### config.mk
export PLATFORM = sky130hd
export DESIGN_NAME = vga_timing_gen
export DESIGN_NICKNAME = d
export VERILOG_FILES = /design/src/rtl/vga_timing_gen.sv
export SDC_FILE = /design/constraint.sdc
export NUM_CORES = 1
export LEC_CHECK = 0
export CORE_MARGIN = 1.5
export CORE_UTILIZATION = 48
export CTS_CLUSTER_SIZE = 12
export DETAILED_ROUTE_END_ITERATION = 8
export PLACE_DENSITY_LB_ADDON = 0.3
export SLEW_MARGIN = 20
export SYNTH_ARGS = -nofsm -noshare
export SYNTH_HDL_FRONTEND = slang
export SYNTH_SLANG_ARGS = --single-unit
### constraint.sdc
create_clock -name vga_clk -period 2.79 [get_ports vga_clk]
set_input_delay 0.837 -clock vga_clk [delete_from_list [all_inputs] [get_ports vga_clk]]
set_output_delay 0.837 -clock vga_clk [all_outputs]
set_load 0.1 [all_outputs]
### src/rtl/vga_timing_gen.sv
// vga_timing_gen: free-running 640x480@60 pixel-timing generator (coordinates, draw enable, syncs).
// Latency: DrawX/DrawY/blank/line_start/frame_start describe the current pixel; hs/vs lag it by PIPE_DELAY cycles.
// Backpressure: none. The block runs every vga_clk cycle and the consumer samples on every edge.
//
// Ports:
//   vga_clk      pixel clock, rising-edge
//   reset        synchronous active-high reset
//   DrawX/DrawY  horizontal/vertical pixel counters
//   blank        high inside the visible window ("draw")
//   hs/vs        active-low syncs, delayed PIPE_DELAY cycles to match registered RGB
//   line_start   one-cycle pulse at DrawX == 0
//   frame_start  one-cycle pulse at DrawX == 0 and DrawY == 0
module vga_timing_gen #(
  parameter int H_ACTIVE   = 640,
  parameter int H_FP       = 16,
  parameter int H_SYNC     = 96,
  parameter int H_BP       = 48,
  parameter int V_ACTIVE   = 480,
  parameter int V_FP       = 10,
  parameter int V_SYNC     = 2,
  parameter int V_BP       = 33,
  parameter int PIPE_DELAY = 1
) (
  input  logic       vga_clk,
  input  logic       reset,
  output logic [9:0] DrawX,
  output logic [9:0] DrawY,
  output logic       blank,
  output logic       hs,
  output logic       vs,
  output logic       line_start,
  output logic       frame_start
);

  localparam int H_TOTAL = H_ACTIVE + H_FP + H_SYNC + H_BP;
  localparam int V_TOTAL = V_ACTIVE + V_FP + V_SYNC + V_BP;

  generate
    if (H_TOTAL > 1024 || V_TOTAL > 1024) begin : g_bad_total
      $error("vga_timing_gen: H_TOTAL and V_TOTAL must not exceed 1024");
    end
    if (PIPE_DELAY < 0 || PIPE_DELAY > 4) begin : g_bad_delay
      $error("vga_timing_gen: PIPE_DELAY must be in 0..4");
    end
  endgenerate

  localparam logic [9:0] H_LAST = 10'(H_TOTAL - 1);
  localparam logic [9:0] V_LAST = 10'(V_TOTAL - 1);
  // Thresholds are one bit wider so an end-of-range equal to 1024 does not wrap to 0.
  localparam logic [10:0] H_ACT  = 11'(H_ACTIVE);
  localparam logic [10:0] HS_BEG = 11'(H_ACTIVE + H_FP);
  localparam logic [10:0] HS_END = 11'(H_ACTIVE + H_FP + H_SYNC);
  localparam logic [10:0] V_ACT  = 11'(V_ACTIVE);
  localparam logic [10:0] VS_BEG = 11'(V_ACTIVE + V_FP);
  localparam logic [10:0] VS_END = 11'(V_ACTIVE + V_FP + V_SYNC);

  logic [9:0] hc, vc;
  logic [9:0] hc_nxt, vc_nxt;
  logic       hs_raw, vs_raw;

  always_comb begin
    hc_nxt = (hc == H_LAST) ? 10'd0 : hc + 10'd1;
    vc_nxt = vc;
    if (hc == H_LAST) begin
      vc_nxt = (vc == V_LAST) ? 10'd0 : vc + 10'd1;
    end
  end

  // Flags are derived from the next counter values so they are aligned with DrawX/DrawY.
  always_ff @(posedge vga_clk) begin
    if (reset) begin
      hc          <= H_LAST;
      vc          <= V_LAST;
      blank       <= 1'b0;
      line_start  <= 1'b0;
      frame_start <= 1'b0;
      hs_raw      <= 1'b1;
      vs_raw      <= 1'b1;
    end else begin
      hc          <= hc_nxt;
      vc          <= vc_nxt;
      blank       <= ({1'b0, hc_nxt} < H_ACT) && ({1'b0, vc_nxt} < V_ACT);
      line_start  <= (hc_nxt == 10'd0);
      frame_start <= (hc_nxt == 10'd0) && (vc_nxt == 10'd0);
      hs_raw      <= !(({1'b0, hc_nxt} >= HS_BEG) && ({1'b0, hc_nxt} < HS_END));
      vs_raw      <= !(({1'b0, vc_nxt} >= VS_BEG) && ({1'b0, vc_nxt} < VS_END));
    end
  end

  assign DrawX = hc;
  assign DrawY = vc;

  // Sync delay line; reset fills every stage with the inactive level so pulses in flight are squashed.
  generate
    if (PIPE_DELAY == 0) begin : g_no_dly
      assign hs = hs_raw;
      assign vs = vs_raw;
    end else if (PIPE_DELAY == 1) begin : g_dly1
      logic hs_q, vs_q;
      always_ff @(posedge vga_clk) begin
        if (reset) begin
          hs_q <= 1'b1;
          vs_q <= 1'b1;
        end else begin
          hs_q <= hs_raw;
          vs_q <= vs_raw;
        end
      end
      assign hs = hs_q;
      assign vs = vs_q;
    end else begin : g_dlyn
      logic [PIPE_DELAY-1:0] hs_sr, vs_sr;
      always_ff @(posedge vga_clk) begin
        if (reset) begin
          hs_sr <= '1;
          vs_sr <= '1;
        end else begin
          hs_sr <= {hs_sr[PIPE_DELAY-2:0], hs_raw};
          vs_sr <= {vs_sr[PIPE_DELAY-2:0], vs_raw};
        end
      end
      assign hs = hs_sr[PIPE_DELAY-1];
      assign vs = vs_sr[PIPE_DELAY-1];
    end
  endgenerate

endmodule

==> impl_metrics.tcl, run 1 <==
set metrics [dict create \
    status "finished, final reports clean" \
    final_cell_count_no_fill 263 \
    synth_compound_area_share_pct 21.1 \
    p_leak_nw 0.726 \
    first_pass_iters 5 \
    antenna_found_initial 0 \
    ant_nets 0 \
    critPathCaptureType "register" \
    wl_per_cell_um 14.4 \
    wirelength_um 3780 \
    synthesis.nets 207 \
    setup_viol 0 \
    die_y_um 60.6 \
    p_switching_w 0.00126 \
    nNetsFinal 225 \
    fin_skew_ns 0.0163 \
    start_kind "register" \
    drv_cap 0 \
    synth_edf_count 0 \
    relSlewSlack_pct 71.6 \
    comb_power_share_pct 63.7 \
    viasPerCell 5.94 \
    avgSynthCellArea_um2 7.88 \
    cpMaxStageDelayCell "dfxtp_1" \
    cp.depth 8 \
    finalHoldViolCount 0 \
    fin_ws_ns 0.434 \
    cp-startpoint "DrawX[0]" \
    synth_top_area_share_pct 34.0 \
    dpl_worst_slack_ns 0.480 \
    total_power_w 0.00218 \
    grt_pass1_vias 1296 \
    worst-slew-pin-transition_ns 0.422 \
    synth_top_cell_by_area "dfxtp_1" \
    synth_commonest_cells "dfxtp_1 (27), nor2_1 (18), nand2_1 (15)" \
    yosysWarnings 0 \
    cts_tree "done" \
    synth_mux_area_share_pct 1.89 \
    num_rows 20 \
    yosys_most_used_dff "dfxtp_1" \
    async_reset_ff_share_pct 0 \
    fin_crit_ns 2.36 \
    clock_latency_ns 0.34 \
    worstHoldStart "hs_raw" \
    dp_hpwl_um 2700 \
    crit_path_end "frame_start" \
    powerDensity_mw_per_mm2 1200 \
    worstPathMaxFanout 9 \
    synth_xor_area_share_pct 4.95 \
    syn-cell-area_mm2 0.00159 \
    whs_ns 0.430 \
    synth_top_family_by_area "simple AND/OR/NAND/NOR gates" \
    placedCellCount 259 \
    synth.distinct_cells 47 \
    slew_violations 0 \
    cpLargestDelayFamily "simple AND/OR/NAND/NOR gates" \
    path_clk_slew_ns 0.15 \
    min_path_type "reg2reg" \
    slowest_delay_ns 0.46 \
    grt_overflow 0 \
    post_cts_buffers 0 \
    drtIter0Drc 111 \
    synth_area_leaders "dfxtp_1 (34%), nor2_1 (4.2%), a21oi_1 (4.1%), xnor2_1 (3.9%), nand2_1 (3.5%)" \
    post_cts_resize_count 0 \
    num_vias 1562 \
    htree_levels 1 \
    rr_startpoint "DrawX[0]" \
    clkPwrFrac_pct 7.9 \
    r2r-end "frame_start" \
    synth-simple-area-share_pct 28.8 \
    final.period_utilization_pct 84.4 \
    drc 0 \
    io_pins 27 \
    area_delta_synth_final_pct 13.9 \
    cp_data_required_time_ns 3.09 \
    cp_num_buf_inv 1 \
    postSynthCellCount 202 \
    grt.total_usage_pct 21.4 \
    p_seq_share_pct 28.4 \
    fin_tns_setup_ns 0 \
    peakVddDrop_mv 0.618 \
    grt_first_pass_wirelength_um 6010 \
    gp_congestion 0.906 \
    ys_seq_area_share_pct 34.0 \
    numCtsBuffers 3 \
    crit_arrival_ns 2.65 \
    synth.most_common_cell "dfxtp_1" \
    max_freq_ghz 0.425 \
    design.core.area_mm2 0.00310 \
    diodes 0 \
    cts.sinks 27 \
    ff2ff_path_depth 8 \
    p_sw_share_pct 57.7 \
    synth-adder-area-share_pct 2.36 \
    cts-root-buf "clkbuf_4" \
    ys_ff_latch 27 \
    internal_power_w 0.000923 \
    criticalPathCategory "reg2reg" \
    die_w_um 60.6 \
    start_util_pct 51.3 \
    cts-hold-fix-buffers 0 \
    grt_setup_unrepaired "false" \
    drive_above_1_share_pct 18.3 \
    cts.path.max_buffers 2 \
    regToRegSetupSlack_ns 0.43 \
    dieArea_mm2 0.00367 \
    grt_max_degree 22 \
    place.port_buffers 26 \
    path_cells "ha_1, and4_1, and3_1, buf_4, o21ai_2, a21oi_2, o2111a_1, and4bb_1" \
]
## kinds of logic (layout without fill, tap and decap cells)
| kind of cell | after synthesis | count (layout) |
|---|---|---|
| buffers and inverters | 23 | 40 |
| muxes | 3 | 3 |
| adders and majority gates | 3 | 3 |
| DFF | 27 | 27 |
| xor gates and xnor gates | 9 | 9 |
| AOI/OAI and AO/OA | 51 | 51 |
| and+or+nand+nor | 86 | 86 |
## flip-flops by register name, indices dropped and copies added, names as in the netlist
signal / flops
DrawX: 10
frame_start: 1
DrawY: 10
blank: 1
hs: 1
vs: 1
vs_raw: 1
line_start: 1
hs_raw: 1
## worst min-delay path by stage
stage / cells after the start / slack [ns] / end
after floorplan: 1 / 0.39 / hs
after global placement: 1 / 0.39 / hs
after detailed placement: 1 / 0.40 / hs
after CTS: 1 / 0.44 / hs
after global routing: 1 / 0.46 / hs
final: 1 / 0.43 / hs
## metrics by stage
stage / util [%] / cell area [µm²]
floorplan: - / 1590
global placement: 57.5 / 1790
detailed placement: 57.5 / 1790
CTS: 58.4 / 1810
global route: 58.4 / 1810
finish: 58.4 / 1810
## cells in the final DEF (no fill, tap or decap), types with 3 or more instances in the layout
| cell type | netlist | layout |
|---|---|---|
| nor2_1 | 18 | 18 |
| nand3_1 | 11 | 11 |
| clkbuf_4 | 0 | 3 |
| inv_1 | 6 | 6 |
| or2_2 | 4 | 4 |
| mux2i_1 | 3 | 3 |
| o211ai_1 | 3 | 3 |
| o22ai_1 | 3 | 3 |
| xnor2_1 | 7 | 7 |
| ha_1 | 3 | 3 |
| nor3_1 | 10 | 10 |
| nand4_1 | 5 | 5 |
| buf_4 | 2 | 29 |
| a21oi_1 | 13 | 13 |
| and3_1 | 3 | 3 |
| a211oi_1 | 3 | 3 |
| dfxtp_1 | 27 | 27 |
| a31oi_1 | 6 | 6 |
| nand2_1 | 15 | 15 |
| o21ai_1 | 5 | 5 |
| or3_1 | 3 | 3 |
| o21ai_0 | 4 | 4 |
| and4_1 | 3 | 3 |
## power groups by stage
stage                     combinational (W)  sequential [W]  clock [W]
after floorplan                    0.000706         0.00107          0
after global placement              0.00137        0.000617          0
after detailed placement            0.00138        0.000622          0
after CTS                           0.00139        0.000613   0.000177
after global routing                0.00148        0.000637   0.000194
final                               0.00139        0.000619   0.000172
## routing by layer
layer	vias up	GRT usage, %	wire length [µm]	part of all wire (%)
li1	769	-	-	-
met1	718	32.7	1870	49
met2	71	30.3	1590	42
met3	4	3.84	283	7.5
met4	0	6.83	34	0.90
met5	-	0	0	0
## layout make-up
class,count,area (µm²)
clock buffer,3,22.5
sequential,27,541
clock inverter,1,5.00
timing repair buffer,30,228
tap,44,55.1
inverter,6,22.5
fill,320,1290
multi-input combinational,152,940
(Power assumes the default switching activity.)
==> run 2: changes to the inputs <==
--- a/config.mk
+++ b/config.mk
@@ -6,7 +6,7 @@
 export NUM_CORES = 1
 export LEC_CHECK = 0
 export CORE_MARGIN = 1.5
-export CORE_UTILIZATION = 48
+export CORE_UTILIZATION = 47
 export CTS_CLUSTER_SIZE = 12
 export DETAILED_ROUTE_END_ITERATION = 8
 export PLACE_DENSITY_LB_ADDON = 0.3
==> constraint.sdc (replaced) <==
create_clock -name vga_clk -period 2 [get_ports vga_clk]
set_input_delay 0.6 -clock vga_clk [delete_from_list [all_inputs] [get_ports vga_clk]]
set_output_delay 0.6 -clock vga_clk [all_outputs]
set_load 0.1 [all_outputs]
==> run 2 against run 1 <==
Compared with the run above:
- core utilization increased by 16 points
- first-iteration DRC count increased by 40%
- sequential cell count unchanged
- sequential share of layout area decreased by 4.0 points
- sequential power increased by 59%
- die area increased by 2.0%
- critical endpoint unchanged
- largest power group unchanged
- highest routed layer unchanged
==> impl_metrics.tcl, run 2 (same netlist as run 1, synthesis figures left out) <==
set metrics [dict create \
    status "finished, final reports clean" \
    cts-root-buf "clkbuf_4" \
    diodes 0 \
    setup_viol 0 \
    grt_max_degree 22 \
    cp_data_required_time_ns 2.30 \
    final-seq-area_um2 601 \
    n_fill_cell 216 \
    crit_arrival_ns 2.21 \
    num_rows 20 \
    grt_setup_unrepaired "true" \
    cts_tree "done" \
    criticalPathCategory "reg2reg" \
    path_clk_slew_ns 0.16 \
    cts.path.max_buffers 2 \
    whs_ns 0.429 \
    num_vias 1678 \
    antenna_found_initial 0 \
    htree_levels 1 \
    cts-hold-fix-buffers 0 \
    worst-slew-pin-transition_ns 0.412 \
    die_w_um 61.2 \
    gp_congestion 0.928 \
    layout_common_cells "buf_12 (25), nor2_1 (17), nand2_1 (15), buf_4 (15), dfxtp_4 (14)" \
    start_util_pct 50.9 \
    relSlewSlack_pct 72.3 \
    powerDensity_mw_per_mm2 1600 \
    drive_above_1_share_pct 36.4 \
    wl_per_cell_um 15.8 \
    dpl_worst_slack_ns -0.00262 \
    area_delta_synth_final_pct 46.1 \
    dieArea_mm2 0.00374 \
    design.core.area_mm2 0.00313 \
    nNetsFinal 237 \
    grt_pass1_vias 1496 \
    multi_input_area_um2 993 \
    drtIter0Drc 155 \
    start_kind "register" \
    min_path_type "reg2reg" \
    io_pins 27 \
    wirelength_um 4340 \
    peakVddDrop_mv 0.897 \
    p_leak_nw 0.907 \
    place.port_buffers 26 \
    slew_violations 0 \
    cts.sinks 27 \
    final.period_utilization_pct 95.6 \
    fin_ws_ns 0.0872 \
    clock_latency_ns 0.34 \
    numCtsBuffers 3 \
    die_y_um 61.2 \
    grt_first_pass_wirelength_um 6890 \
    worstPathMaxFanout 8 \
    max_freq_ghz 0.523 \
    mostFrequentLayoutCell "buf_12" \
    fin_crit_ns 1.91 \
    drv_cap 0 \
    first_pass_iters 6 \
    ant_nets 0 \
    dp_hpwl_um 2940 \
    viasPerCell 6.10 \
    finalHoldViolCount 0 \
    drc 0 \
    grt_overflow 0 \
    fin_skew_ns 0.0176 \
    critPathCaptureType "register" \
    grt.total_usage_pct 24.0 \
]
-- run 2: where the power goes --
part	switching [W]	internal, W	total (W)
Combinational	0.00148	0.00101	0.00249
Sequential	0.000291	0.000692	0.000983
Clock	0.000177	0.0000817	0.000259
-- run 2: metal layers --
metal / wire, µm / part of all wire, % / track usage (%) / up-vias
met5: 0 / 0 / 0 / -
met4: 52 / 1.2 / 7.45 / 0
met3: 373 / 8.6 / 3.36 / 11
met2: 2010 / 46 / 37.1 / 90
met1: 1900 / 44 / 34.5 / 777
li1: - / - / - / 800
-- run 2: worst paths after layout --
kind                            startpoint           to  slack, ns  cells after the start
worst max-delay path              DrawX[1]  frame_start       0.09                      8
worst min-delay path                vs_raw           vs       0.43                      1
worst max register to register    DrawX[1]  frame_start       0.09                      8
worst min register to register      vs_raw           vs       0.43                      1
-- run 2: area by class of cell --
type | instances | share of cell area (%)
Clock buffer | 3 | 0.968
Clock inverter | 1 | 0.377
Inverter | 6 | 0.968
Multi-Input combinational cell | 153 | 42.7
Sequential cell | 27 | 25.8
Tap cell | 44 | 2.37
Timing Repair Buffer | 41 | 26.8
-- run 2: worst max-delay path, cell delays in order (launching register included) --
cell and delay, ns:
dfxtp_4 0.42, ha_4 0.18, and4_4 0.23, buf_4 0.13, and3_4 0.22, o21ai_2 0.08, a21oi_2 0.19, o2111a_1 0.22
and4bb_1 0.20
-- run 2: repair_timing --
| action | CTS | global route |
|---|---|---|
| gates cloned | 0 | 1 |
| endpoints found under the setup margin | 2 | 5 |
| pin swaps | 0 | 1 |
| resized for setup | 0 | 7 |
| buffers inserted | 3 | 6 |
-- run 2: stage by stage --
stage	TNS, ns	instance area [µm²]	cells	util, %	total power [W]
6_report	0	2330	275	74.4	0.00373
5_1_grt	-0.00895	2330	275	74.4	0.00392
4_1_cts	0	2250	268	72.0	0.00354
3_5_place_dp	-0.00262	2200	261	70.3	0.00323
3_3_place_gp	0	2200	261	70.3	0.00317
2_1_floorplan	0	1690	202	-	0.00260
